`src/rtl/noc_pkg.sv`:
```
// Shared definitions for the mesh-router input port: flit types, output-port
// indices and input-port FSM state encoding.
package noc_pkg;

    localparam logic [1:0] FLIT_BODY     = 2'b00;
    localparam logic [1:0] FLIT_HEAD     = 2'b01;
    localparam logic [1:0] FLIT_TAIL     = 2'b10;
    localparam logic [1:0] FLIT_HEADTAIL = 2'b11;

    localparam logic [2:0] PORT_LOCAL = 3'd0;
    localparam logic [2:0] PORT_EAST  = 3'd1;
    localparam logic [2:0] PORT_WEST  = 3'd2;
    localparam logic [2:0] PORT_NORTH = 3'd3;
    localparam logic [2:0] PORT_SOUTH = 3'd4;

    typedef enum logic [1:0] {
        ST_IDLE    = 2'b00,
        ST_REQUEST = 2'b01,
        ST_STREAM  = 2'b10
    } ipu_state_e;

    function automatic logic is_head_type(input logic [1:0] flit_type);
        case (flit_type)
            FLIT_HEAD, FLIT_HEADTAIL: return 1'b1;
            default:                  return 1'b0;
        endcase
    endfunction

    function automatic logic is_tail_type(input logic [1:0] flit_type);
        case (flit_type)
            FLIT_TAIL, FLIT_HEADTAIL: return 1'b1;
            default:                  return 1'b0;
        endcase
    endfunction

endpackage

```
`src/rtl/flit_fifo.sv`:
```
// Small power-of-two flit buffer; front entry is always visible on front_data.
module flit_fifo #(
    parameter int DATA_WIDTH = 32,
    parameter int FIFO_DEPTH = 4
) (
    input  logic                  clk,
    input  logic                  rst,
    input  logic                  push,
    input  logic [DATA_WIDTH-1:0] push_data,
    input  logic                  pop,
    output logic                  full,
    output logic                  empty,
    output logic [DATA_WIDTH-1:0] front_data
);

    localparam int ADDR_W = $clog2(FIFO_DEPTH);
    localparam int CNT_W  = ADDR_W + 1;

    logic [DATA_WIDTH-1:0] mem_q [FIFO_DEPTH];
    logic [DATA_WIDTH-1:0] mem_d [FIFO_DEPTH];
    logic [ADDR_W-1:0]     wr_ptr_q, wr_ptr_d;
    logic [ADDR_W-1:0]     rd_ptr_q, rd_ptr_d;
    logic [CNT_W-1:0]      count_q, count_d;
    logic                  do_push_s, do_pop_s;

    assign full       = (count_q == CNT_W'(FIFO_DEPTH));
    assign empty      = (count_q == {CNT_W{1'b0}});
    assign do_push_s  = push & ~full;
    assign do_pop_s   = pop & ~empty;
    assign front_data = mem_q[rd_ptr_q];

    // Next-state for storage, pointers (wrap naturally) and occupancy
    always_comb begin
        mem_d    = mem_q;
        wr_ptr_d = wr_ptr_q;
        rd_ptr_d = rd_ptr_q;
        if (do_push_s) begin
            mem_d[wr_ptr_q] = push_data;
            wr_ptr_d        = wr_ptr_q + ADDR_W'(1);
        end else begin
            wr_ptr_d = wr_ptr_q;
        end
        if (do_pop_s) begin
            rd_ptr_d = rd_ptr_q + ADDR_W'(1);
        end else begin
            rd_ptr_d = rd_ptr_q;
        end
        case ({do_push_s, do_pop_s})
            2'b10:   count_d = count_q + CNT_W'(1);
            2'b01:   count_d = count_q - CNT_W'(1);
            default: count_d = count_q;
        endcase
    end

    // FIFO state registers
    always_ff @(posedge clk or negedge rst) begin
        if (!rst) begin
            for (int i = 0; i < FIFO_DEPTH; i++) begin
                mem_q[i] <= {DATA_WIDTH{1'b0}};
            end
            wr_ptr_q <= {ADDR_W{1'b0}};
            rd_ptr_q <= {ADDR_W{1'b0}};
            count_q  <= {CNT_W{1'b0}};
        end else begin
            mem_q    <= mem_d;
            wr_ptr_q <= wr_ptr_d;
            rd_ptr_q <= rd_ptr_d;
            count_q  <= count_d;
        end
    end

endmodule

```
`src/rtl/input_port_unit.sv`:
```
// Mesh-router input port: flit buffer, XY route computation from head flits,
// and the reserve/relieve handshake toward the switch controller.
module input_port_unit
    import noc_pkg::*;
#(
    parameter int DATA_WIDTH    = 32,
    parameter int FIFO_DEPTH    = 4,
    parameter int COORD_WIDTH   = 2,
    parameter int X_COORD       = 0,
    parameter int Y_COORD       = 0,
    parameter int REQUEST_WIDTH = 3
) (
    input  logic                     clk,
    input  logic                     rst,
    input  logic [DATA_WIDTH-1:0]    data_in,
    input  logic                     valid_in,
    output logic                     ready_in,
    output logic [DATA_WIDTH-1:0]    data_out,
    output logic                     valid_out,
    input  logic                     ready_out,
    output logic                     routeReserveRequestValid,
    output logic [REQUEST_WIDTH-1:0] routeReserveRequest,
    output logic                     routeRelieve,
    input  logic                     routeReserveStatus,
    output logic                     err_flit
);

    localparam logic [COORD_WIDTH-1:0] MY_X = COORD_WIDTH'(X_COORD);
    localparam logic [COORD_WIDTH-1:0] MY_Y = COORD_WIDTH'(Y_COORD);

    logic                     fifo_full_s, fifo_empty_s, fifo_pop_s;
    logic [DATA_WIDTH-1:0]    front_s;
    logic [1:0]               front_type_s;
    logic [COORD_WIDTH-1:0]   dest_x_s, dest_y_s;
    logic [REQUEST_WIDTH-1:0] route_s;
    ipu_state_e               state_q, state_d;
    logic [REQUEST_WIDTH-1:0] req_port_q, req_port_d;
    logic                     req_valid_s, valid_out_s, relieve_s, err_s;

    flit_fifo #(
        .DATA_WIDTH (DATA_WIDTH),
        .FIFO_DEPTH (FIFO_DEPTH)
    ) u_fifo (
        .clk        (clk),
        .rst        (rst),
        .push       (valid_in),
        .push_data  (data_in),
        .pop        (fifo_pop_s),
        .full       (fifo_full_s),
        .empty      (fifo_empty_s),
        .front_data (front_s)
    );

    assign front_type_s = front_s[DATA_WIDTH-1 -: 2];
    assign dest_x_s     = front_s[COORD_WIDTH-1:0];
    assign dest_y_s     = front_s[2*COORD_WIDTH-1:COORD_WIDTH];

    // Dimension-ordered route: X settled before Y is considered
    always_comb begin
        route_s = REQUEST_WIDTH'(PORT_LOCAL);
        if (dest_x_s > MY_X) begin
            route_s = REQUEST_WIDTH'(PORT_EAST);
        end else if (dest_x_s < MY_X) begin
            route_s = REQUEST_WIDTH'(PORT_WEST);
        end else if (dest_y_s > MY_Y) begin
            route_s = REQUEST_WIDTH'(PORT_NORTH);
        end else if (dest_y_s < MY_Y) begin
            route_s = REQUEST_WIDTH'(PORT_SOUTH);
        end else begin
            route_s = REQUEST_WIDTH'(PORT_LOCAL);
        end
    end

    // Packet FSM: next state, dequeue control and handshake outputs
    always_comb begin
        state_d     = state_q;
        req_port_d  = req_port_q;
        fifo_pop_s  = 1'b0;
        err_s       = 1'b0;
        relieve_s   = 1'b0;
        valid_out_s = 1'b0;
        req_valid_s = 1'b0;
        case (state_q)
            ST_IDLE: begin
                if (fifo_empty_s) begin
                    state_d = ST_IDLE;
                end else if (is_head_type(front_type_s)) begin
                    req_port_d = route_s;
                    state_d    = ST_REQUEST;
                end else begin
                    // Orphan body/tail with no open path is dropped
                    fifo_pop_s = 1'b1;
                    err_s      = 1'b1;
                end
            end
            ST_REQUEST: begin
                req_valid_s = 1'b1;
                if (routeReserveStatus) begin
                    state_d = ST_STREAM;
                end else begin
                    state_d = ST_REQUEST;
                end
            end
            ST_STREAM: begin
                req_valid_s = 1'b1;
                valid_out_s = ~fifo_empty_s;
                if (valid_out_s && ready_out) begin
                    fifo_pop_s = 1'b1;
                    if (is_tail_type(front_type_s)) begin
                        relieve_s = 1'b1;
                        state_d   = ST_IDLE;
                    end else begin
                        state_d = ST_STREAM;
                    end
                end else begin
                    state_d = ST_STREAM;
                end
            end
            default: begin
                state_d = ST_IDLE;
            end
        endcase
    end

    // State and held output-port registers
    always_ff @(posedge clk or negedge rst) begin
        if (!rst) begin
            state_q    <= ST_IDLE;
            req_port_q <= {REQUEST_WIDTH{1'b0}};
        end else begin
            state_q    <= state_d;
            req_port_q <= req_port_d;
        end
    end

    assign ready_in                 = ~fifo_full_s;
    assign data_out                 = front_s;
    assign valid_out                = valid_out_s;
    assign routeReserveRequestValid = req_valid_s;
    assign routeReserveRequest      = req_port_q;
    assign routeRelieve             = relieve_s;
    assign err_flit                 = err_s;

endmodule

```
`config.mk`:
```
export PLATFORM = sky130hd
export DESIGN_NAME = input_port_unit
export DESIGN_NICKNAME = d
export VERILOG_FILES = /design/src/rtl/noc_pkg.sv /design/src/rtl/flit_fifo.sv /design/src/rtl/input_port_unit.sv
export SDC_FILE = /design/constraint.sdc
export NUM_CORES = 1
export LEC_CHECK = 0
export CORE_ASPECT_RATIO = 1.5
export CORE_MARGIN = 2
export CORE_UTILIZATION = 30
export CTS_BUF_LIST = sky130_fd_sc_hd__clkbuf_4 sky130_fd_sc_hd__clkbuf_8
export DETAILED_ROUTE_END_ITERATION = 12
export PLACE_DENSITY_LB_ADDON = 0.15
export RECOVER_POWER = 25
export SETUP_SLACK_MARGIN = 0.05
export SYNTH_ARGS = -nofsm -noshare
export SYNTH_HDL_FRONTEND = slang
export SYNTH_SLANG_ARGS = --single-unit
```
`constraint.sdc`:
```
create_clock -name clk -period 3 [get_ports clk]
set_clock_uncertainty 0.1 [all_clocks]
set_input_delay 0.9 -clock clk [delete_from_list [all_inputs] [get_ports clk]]
set_output_delay 0.9 -clock clk [all_outputs]
set_load 0.005 [all_outputs]
```
After elaboration in Yosys (flattened, before gate mapping):

Cells that the tools add are included.

* add/subtract/negate cells: 4
* multiply operators: 0
* div/mod/pow operators: 0
* order comparisons: 7
* equal/unequal tests: 9
* shift-type cells: 0
* multiplexer cells: 33
* bitwise logic cells: 6
* reduce and logical (&&, ||, !) cells: 9

Operator list (number)
* $bwmux 128: 1
* $mux 32: 3
* $bmux 32 s2: 1
* $demux 32 s2: 1
* $mux 1: 15
* $mux 3: 4
* $mux 2: 5
* $eq 2x2->1 const B: 4
* $eq 2x1->1 const B: 3
* $ge 3x3->1 const B: 2
* $not 2->3: 2
* $pmux 2 s3: 1
* $pmux 3 s2: 1
* $reduce_or 2->1: 3
* $add 2x1->2 const B: 2
* $gt 2x1->1 const B: 2
* $lt 2x1->1 const B: 2
* $add 3x1->3 const B: 1
* $eq 3x3->1 const B: 1
* $logic_not 3->1: 1
* $lt 3x1->1 const B: 1
* $ne 3x2->1 const B: 1
* $reduce_and 3->1: 1
* $sub 3x1->3 const B: 1
* 6 further kinds: 9

* bits in registers: 140
* bits in latches: 0
* memory bits (writable): 0
* memory bits (read-only): 0
* input port bits: 37
* output and inout bits: 40
* memories kept: 0

Logic depth before layout (Yosys ltp):

Gate-level depths: netlist of the first run.

* depth in word-level cells: 15
* depth in mapped cells: 10

Modules after synthesis:

A second synthesis of the first run with hierarchy kept.

* cells, all modules: 381
* area total of the unflattened synthesis: 6286.0 um^2

By module, submodules not included
* flit_fifo: times used 1, cells an instance 348, area each 5963.2 um^2, seq. area each 3378.2 um^2
* input_port_unit: times used 1, cells an instance 33, area each 322.8 um^2, seq. area each 100.1 um^2

Least setup slack after synthesis of the first run:

Ideal clock, no wire load.

* path kind: reg-to-reg
* from: register u_fifo.rd_ptr_q[0]
* to: register u_fifo.count_q[2]
* data arrival time: 2.345 ns
* required time: 2.821 ns
* path slack: 0.475 ns
* cell stages (with the launch flop): 11
* path buffers: 1
* clock period less this slack: 2.525 ns
* cell sequence: dfrtp_1 > buf_6 > mux4_2 > nand2b_4 > a21oi_1 > ha_1 > inv_1 > fa_1 > xor2_1 > nor2_1 > xor2_1

* word-level cells in the longest chain between the ends: 15
* elaborated cells on any way between the ends: 18
* those cells by class: eq/ne (4); mux (10); bitwise (2); reduce/logical (2)

Ends and longest elaborated chain
* from (decl): RTL line flit_fifo.sv:22 `logic [ADDR_W-1:0] rd_ptr_q, rd_ptr_d;`
* from (signal assigned): RTL line flit_fifo.sv:62 `rd_ptr_q <= {ADDR_W{1'b0}};`
* from (signal assigned): RTL line flit_fifo.sv:67 `rd_ptr_q <= rd_ptr_d;`
* $not 2->3 (implied by the code) (*): RTL line flit_fifo.sv:30 `assign front_data = mem_q[rd_ptr_q];`
* $bmux 32 s2 (*): RTL line flit_fifo.sv:30
* $mux 32 (implied by the code) (*) (2 in a row): RTL line flit_fifo.sv:30
* named net data_out[30]: RTL line input_port_unit.sv:18 `output logic [DATA_WIDTH-1:0] data_out,`
* $eq 2x2->1 / $eq 2x1->1 (equally long branches): RTL line noc_pkg.sv:23 `case (flit_type)`
* $reduce_or 2->1 (*): RTL line noc_pkg.sv:23
* $mux 1 (*): RTL line noc_pkg.sv:23
* $mux 1 (*): RTL line input_port_unit.sv:85 `if (fifo_empty_s) begin`
* $mux 1 (*): RTL line input_port_unit.sv:83 `case (state_q)`
* $mux 1 (*): RTL line input_port_unit.sv:87 `end else if (is_head_type(front_type_s)) begin`
* $mux 1 (*): RTL line input_port_unit.sv:85
* $pmux 1 s2 (*): RTL line input_port_unit.sv:83
* $and 1x1->1 (*): RTL line flit_fifo.sv:29 `assign do_pop_s = pop & ~empty;`
* named net u_fifo.do_pop_s: RTL line flit_fifo.sv:24 `logic do_push_s, do_pop_s;`
* $eq 2x1->1 / $eq 2x2->1 (equally long branches): RTL line flit_fifo.sv:48 `case ({do_push_s, do_pop_s})`
* $pmux 3 s2 / $reduce_bool 2->1 (equally long branches)
* to (signal assigned): RTL line flit_fifo.sv:63 `count_q <= {CNT_W{1'b0}};`
* to (signal assigned): RTL line flit_fifo.sv:68 `count_q <= count_d;`
* to (decl): RTL line flit_fifo.sv:23 `logic [CNT_W-1:0] count_q, count_d;`

The timed path passes the listed nets; every way through them passes the cells marked *. The select of a mux whose other input is x is not followed.
A chain may end at the register's enable or synchronous reset.

Final worst setup path of the first run:

* from: register u_fifo.rd_ptr_q[0]
* to: output routeRelieve

* word-level cells in the longest chain between the ends: 12
* elaborated cells on any way between the ends: 13
* those cells by class: eq/ne (2); mux (9); bitwise (1); reduce/logical (1)

Ends and longest elaborated chain
* $not 2->3 (implied by the code) (*): RTL line flit_fifo.sv:30
* $bmux 32 s2 (*): RTL line flit_fifo.sv:30
* $mux 32 (implied by the code) (*) (2 in a row): RTL line flit_fifo.sv:30
* $eq 2x2->1: RTL line noc_pkg.sv:30 `case (flit_type)`
* $reduce_or 2->1 (*): RTL line noc_pkg.sv:30
* $mux 1 (*): RTL line noc_pkg.sv:30
* $mux 1 (*): RTL line input_port_unit.sv:107 `if (valid_out_s && ready_out) begin`
* $mux 1 (*): RTL line input_port_unit.sv:83
* $mux 1 (*): RTL line input_port_unit.sv:109 `if (is_tail_type(front_type_s)) begin`
* $mux 1 (*): RTL line input_port_unit.sv:107
* $mux 1 (*): RTL line input_port_unit.sv:83
* to (decl): RTL line input_port_unit.sv:23 `output logic routeRelieve,`

Every way passes the cells marked *; elsewhere a longest branch is shown, timed or not. The select of a mux whose other input is x is not followed.

==> metrics, run 1 <==
most common cell after layout, fill and taps aside=dfrtp_1; Worst Max-Slew Pin Slew=1.47 ns; Nets=537; Avg Cell Area, Syn=16.3 um^2; crit-path max cell delay=0.54 ns; row count=64; Routed WL=13900 um; Final Critical Period=2.94 ns; H-tree Lvls=4; HPWL Detailed=8370 um; crit path DAT=1.94 ns; initial antenna violation count=0; predominant post-synthesis flop cell=dfrtp_1; fin util=39.3%; Slowest-stage cell, CP=mux4_2; P&R area growth vs syn=29.0%; Die Y=180 um; Die ar.=0.0218 mm^2; Worst Setup Start Kind=flip-flop; Post-Syn Area=0.00619 mm^2; worst path cell trace=buf_12, mux4_2, buf_6, and3_4, buf_6; Fillers=1960; Yosys top cell by area=dfrtp_1; FF-to-FF End=u_fifo.count_q[2]; DRC viols=0; critical path endpoint category=output port; number of port buffers=75; core box area=0.0203 mm^2; Final GP Congestion=0.714; Clock transition at path regs=0.08 ns; Worst-Skew Late Latency=0.44 ns; fmax=340 MHz; DR top layer=met4; Post-synth ARST share=100%; post-synthesis xor/xnor area fraction=0.848%; DIE WIDTH=121 um; simple-gate share of the synthesized area=1.78%; CTS tree=done; Via density=4.76; clock buffer depth=2; DRT Pass-1 Iters=4; worst path bufs/invs=3; Overflow after GRT=0; Ys Warns=0; sequential element share of the synthesized area=56.2%; Rel. slew slack=1.90%; routed wl met3=527 um; Leak=3.40 nW; Sink Count=139; worst-path fanout max=4; largest family of logic cells by synthesized area=multiplexers; DR WL met2=7470 um; Vias=3648; Fin Hold WS=0.250 ns; Final Hold Fails=0; number of synthesized flops with an enable pin=0; Initial Utilization=30.5%; status=finished, final reports clean; Seq cells post-synth=139; Reg2Reg Launch Point=u_fifo.rd_ptr_q[0]; CP required=2.00 ns; setup slack, reg-to-reg=0.22 ns; placed cell areas=0.00740 mm^2; Setup CP Type=reg2out; final period utilization=97.9%; post-route ant nets=0; Synth Net Count=428; Pwr Total=9.63 mW; DR iter-0 viols=156; Max Slew Vio Count=0; max-cap violation count=0; mux contribution to synthesized area=35.3%; final setup violating endpoints=0; HP Class=in2async; total CTS buffers=17; IO Pins=77; top cell type's share of synthesized area=56.2%; Post-Synthesis Cells=381; DR WL/cell=18.2 um; post-synth cell types=31; CP delay by family, top=multiplexers; number of global-route vias before repair=4015; first-pass GRT wire length=22300 um; ANT cells=0; hold_buf cts=0; Design Area, Final=0.00799 mm^2; clock root buffer=clkbuf_8; Tot GR Track Use=13.6%; most frequent cells in the layout=dfrtp_1 (137), mux2_2 (129), clkdlybuf4s50_1 (40); synth top area cells=dfrtp_1 (56%), mux2_2 (23%), mux4_2 (11%); routed metal-1 wirelength=5740 um; post-synthesis compound-gate area fraction=1.37%; fraction of layout cells with a size suffix above 1=54.1%; R2R depth=12; unrepaired setup endpoints after global routing=true; Max IR drop VDD=332 uV; most used cell, CP=buf_6; post-synthesis adder-cell area fraction=2.14%; largest net degree at the start of global routing=77; PD cells=1200 mW/mm^2
[what timing repair did]
item	CTS	global route
resized for setup	120	32
hold endpoints to repair	0	0
endpoints found under the setup margin	34	34
buffers inserted	17	2
gates cloned	2	0
pin swaps	1	2
[power by group]
| part | switching (mW) | internal (mW) |
|---|---|---|
| sequential | 0.519 | 2.85 |
| combinational | 1.69 | 2.85 |
| clock | 0.727 | 0.993 |
[area by class of cell]
class | instances | area, um^2 | share of cell area (%)
well taps | 264 | 330 | 4.13
repair buffers | 110 | 1080 | 13.5
inverters | 9 | 33.8 | 0.423
flip-flops and latches | 139 | 3480 | 43.6
clock buffers | 22 | 290 | 3.63
clock inverters | 10 | 163 | 2.04
multi-input cells | 213 | 2610 | 32.6
[worst register-to-register path, delay by kind of cell (launching register included)]
family,cells,cell delay [ns]
xor+xnor,2,0.29
mux,1,0.52
compound gates,1,0.16
flops,1,0.42
simple gates,2,0.27
fa+ha+maj,2,0.51
buf+inv,4,0.43
[stage by stage]
| step | std cells | worst slack [ns] | TNS, ns |
|---|---|---|---|
| detailed placement | 717 | -0.0312 | -0.0312 |
| global placement | 717 | 0.000856 | 0 |
| CTS | 768 | -0.0345 | -0.119 |
| global route | 767 | -0.0199 | -0.0199 |
| floorplan | 381 | 0.475 | 0 |
| finish | 767 | 0.0617 | 0 |
[sequential cells by signal, indices dropped and copies added, names as in the netlist]
signal,count
u_fifo.wr_ptr_q,2
state_q,2
u_fifo.rd_ptr_q,2
u_fifo.count_q,3
u_fifo.mem_q,128
routeReserveRequest,2
[cell usage after synthesis (2+ instances only)]
library cell,instances
xor2_1,2
nand2_1,11
nor2_1,5
mux4_1,3
ha_1,9
mux4_2,29
o31ai_1,2
buf_6,2
buf_2,15
buf_1,2
mux2_2,129
o21ai_0,4
dfrtp_1,139
xnor2_1,4
inv_1,9
[worst max-delay path by stage]
| stage | start | end | slack [ns] | depth (start not counted) |
|---|---|---|---|---|
| 2_1_floorplan | u_fifo.rd_ptr_q[0] | u_fifo.count_q[2] | 0.48 | 10 |
| 3_3_place_gp | ready_out | routeRelieve | 0.0009 | 3 |
| 3_5_place_dp | ready_out | routeRelieve | -0.03 | 3 |
| 4_1_cts | u_fifo.rd_ptr_q[0] | routeRelieve | -0.03 | 6 |
| 5_1_grt | u_fifo.rd_ptr_q[0] | routeRelieve | -0.02 | 5 |
| 6_report | u_fifo.rd_ptr_q[0] | routeRelieve | 0.06 | 5 |
[kinds of logic after synthesis]
logic type | Yosys count
buf+inv | 29
compound gates | 12
simple gates | 23
fa+ha+maj | 10
other cells | 1
mux | 161
xor+xnor | 6
flops | 139
[per-layer routing]
metal / up-vias / global-route usage [%]
li1: 1621 / -
met2: 61 / 23.3
met1: 1954 / 16.2
met3: 12 / 3.49
met4: 0 / 5.10
met5: - / 0
(Power assumes the default switching activity.)
==> inputs of run 2 (changes only) <==
Settings changed: CELL_PAD_IN_SITES_DETAIL_PLACEMENT from default to 0, CELL_PAD_IN_SITES_GLOBAL_PLACEMENT from default to 2.
==> metrics, run 2 (synthesis gave the netlist of run 1 again) <==
Fin Hold WS=0.389 ns (+0.140 ns); Vias=3647 (-0.027%); DIE WIDTH=121 um (unchanged); R2R depth=11 (-1); CP Launch Point=u_fifo.rd_ptr_q[0]; Reg2Reg Launch Point=u_fifo.rd_ptr_q[0]; final setup violating endpoints=0 (unchanged); Clock transition at path regs=0.07 ns (about the same); Initial Utilization=30.5% (unchanged); Hold Crit Endpoint=routeReserveRequest[1]; Final Critical Period=2.95 ns (+0.0143 ns); final period utilization=98.4% (+0.48 points); pre-CTS setup slack=-0.00462 ns (+0.0266 ns); row count=64 (unchanged); critical path endpoint category=output port; HP Class=reg2reg; internal cell power=6.91 mW (+3.2%); DR WL/cell=18.3 um (+0.45%); fmax=339 MHz (-0.48%); Max IR drop VDD=394 uV (+19%); Overflow after GRT=0 (unchanged); number of port buffers=75 (unchanged); min-delay src=routeReserveRequest[1]; most frequent cells in the layout=dfrtp_1 (137), mux2_2 (129), clkdlybuf4s50_1 (40); DRC viols=0 (unchanged); fraction of layout cells with a size suffix above 1=53.5% (-0.56 points); worst-path fanout max=7 (+3); setup slack, reg-to-reg=0.31 ns (+0.09 ns); Via density=4.70 (-1.2%); core box area=0.0203 mm^2 (unchanged); sw frac=29.6% (-0.91 points); DR iter-0 viols=91 (-42%); register with the most flip-flops=u_fifo.mem_q; CP required=2.00 ns (about the same); PD cells=1210 mW/mm^2 (+0.63%); setup TNS=0 ns (unchanged); CTS tree=done; DRT Pass-1 Iters=4 (unchanged); status=finished, final reports clean; clock buffer depth=2 (unchanged); top flop regs=u_fifo.mem_q x128, u_fifo.count_q x3; total CTS buffers=17 (unchanged); hold depth=2; most common cell after layout, fill and taps aside=dfrtp_1; H-tree Lvls=4 (unchanged); unrepaired setup endpoints after global routing=true; crit path DAT=1.95 ns (about the same); Nets=546 (+1.7%); Fillers=1970 (+0.51%); number of global-route vias before repair=4127 (+2.8%); P&R area growth vs syn=30.6%; Rel. slew slack=12.1% (+10 points); Max Slew Vio Count=0 (unchanged); max-cap violation count=0 (unchanged); initial antenna violation count=0 (unchanged); placed cell areas=0.00745 mm^2 (+0.68%); multi-input logic area=0.00258 mm^2 (-1.2%); HPWL Detailed=9030 um (+7.8%); max FFs per register=128 (unchanged); Pwr Total=9.81 mW (+1.9%); largest net degree at the start of global routing=51 (-34%); Design Area, Final=0.00809 mm^2 (+1.2%); Tot GR Track Use=14.0% (+0.37 points); combinational share of power=46.2% (-0.9 points); final setup margin=0.0474 ns (-0.0143 ns); ANT cells=0 (unchanged); Sequential Area=0.00348 mm^2 (about the same); Die ar.=0.0218 mm^2 (unchanged); Worst Setup Start Kind=flip-flop; Final GP Congestion=0.711 (-0.46%); clock power share=19.7% (+1.8 points); Die Y=180 um (unchanged); Leak=3.48 nW (+2.3%); IO Pins=77 (unchanged); FF-to-FF End=u_fifo.count_q[2]; Routed WL=14200 um (+1.6%); Setup CP Type=reg2out; post-route ant nets=0 (unchanged); Sink Count=139 (unchanged); first-pass GRT wire length=23100 um (+3.2%); Worst-Skew Late Latency=0.43 ns (about the same); clock root buffer=clkbuf_8; Worst Max-Slew Pin Slew=1.32 ns (-0.152 ns); Final Hold Fails=0 (unchanged); sequential power share=34.1% (-0.9 points); Switch Pwr=2.90 mW (-1.2%)
==> run 2: changes by cell type in the layout (fill, tap and decap cells not counted), sizes merged, moves of 3 or more <==
cell         delta
clkbuf          -8
bufinv          +3
dlygate4sd2     +4
buf            +11
==> run 2: layer usage <==
metal | global-route usage, % | wire length, um | vias up
li1 | - | - | 1632
met1 | 17.1 | 6040 | 1948
met2 | 23.8 | 7590 | 57
met3 | 3.01 | 349 | 10
met4 | 5.52 | 193 | 0
met5 | 0 | 0 | -
==> run 2: worst max path at each step <==
stage	to	slack, ns	depth (start not counted)
floorplan	u_fifo.count_q[2]	0.48	10
global placement	routeRelieve	-0.01	3
detailed placement	routeRelieve	-0.005	3
CTS	data_out[5]	-0.05	7
global route	data_out[15]	-0.05	6
finish	data_out[15]	0.05	6
==> run 2: power by group through the flow <==
stage / clock, mW / sequential [mW] / combinational (mW)
finish: 1.93 / 3.34 / 4.53
global placement: 0 / 3.35 / 4.41
global route: 2.08 / 3.46 / 4.93
CTS: 2.00 / 3.34 / 4.62
detailed placement: 0 / 3.40 / 4.46
floorplan: 0 / 3.19 / 2.67
==> run 2: cell type report <==
cell class / count / share of cell area [%]
Clock inverter: 12 / 2.99
Clock buffer: 20 / 3.33
Inverter: 9 / 0.418
Timing Repair Buffer: 119 / 14.3
Tap cell: 264 / 4.08
Multi-Input combinational cell: 213 / 31.9
Sequential cell: 139 / 43.0
==> run 2: what timing repair did <==
| action | CTS | global route |
|---|---|---|
| pin swaps | 2 | 0 |
| hold buffers | 0 | 0 |
| setup endpoints to repair | 34 | 27 |
| cloned | 2 | 0 |
| setup buffers | 18 | 4 |
| resized for setup | 118 | 17 |
==> run 2: per-stage QoR <==
| step | std cells | util, % |
|---|---|---|
| CTS | 773 | 39.9 |
| global route | 776 | 39.8 |
| global placement | 722 | 36.6 |
| detailed placement | 722 | 36.6 |
| floorplan | 381 | - |
| finish | 776 | 39.8 |
==> run 2: worst max-delay path, cell delays in order, from the launching register on <==
cell and delay [ns]:
dfrtp_2 0.38, buf_6 0.13, buf_12 0.13, buf_12 0.14, buf_6 0.10, mux4_2 0.49, buf_2 0.14
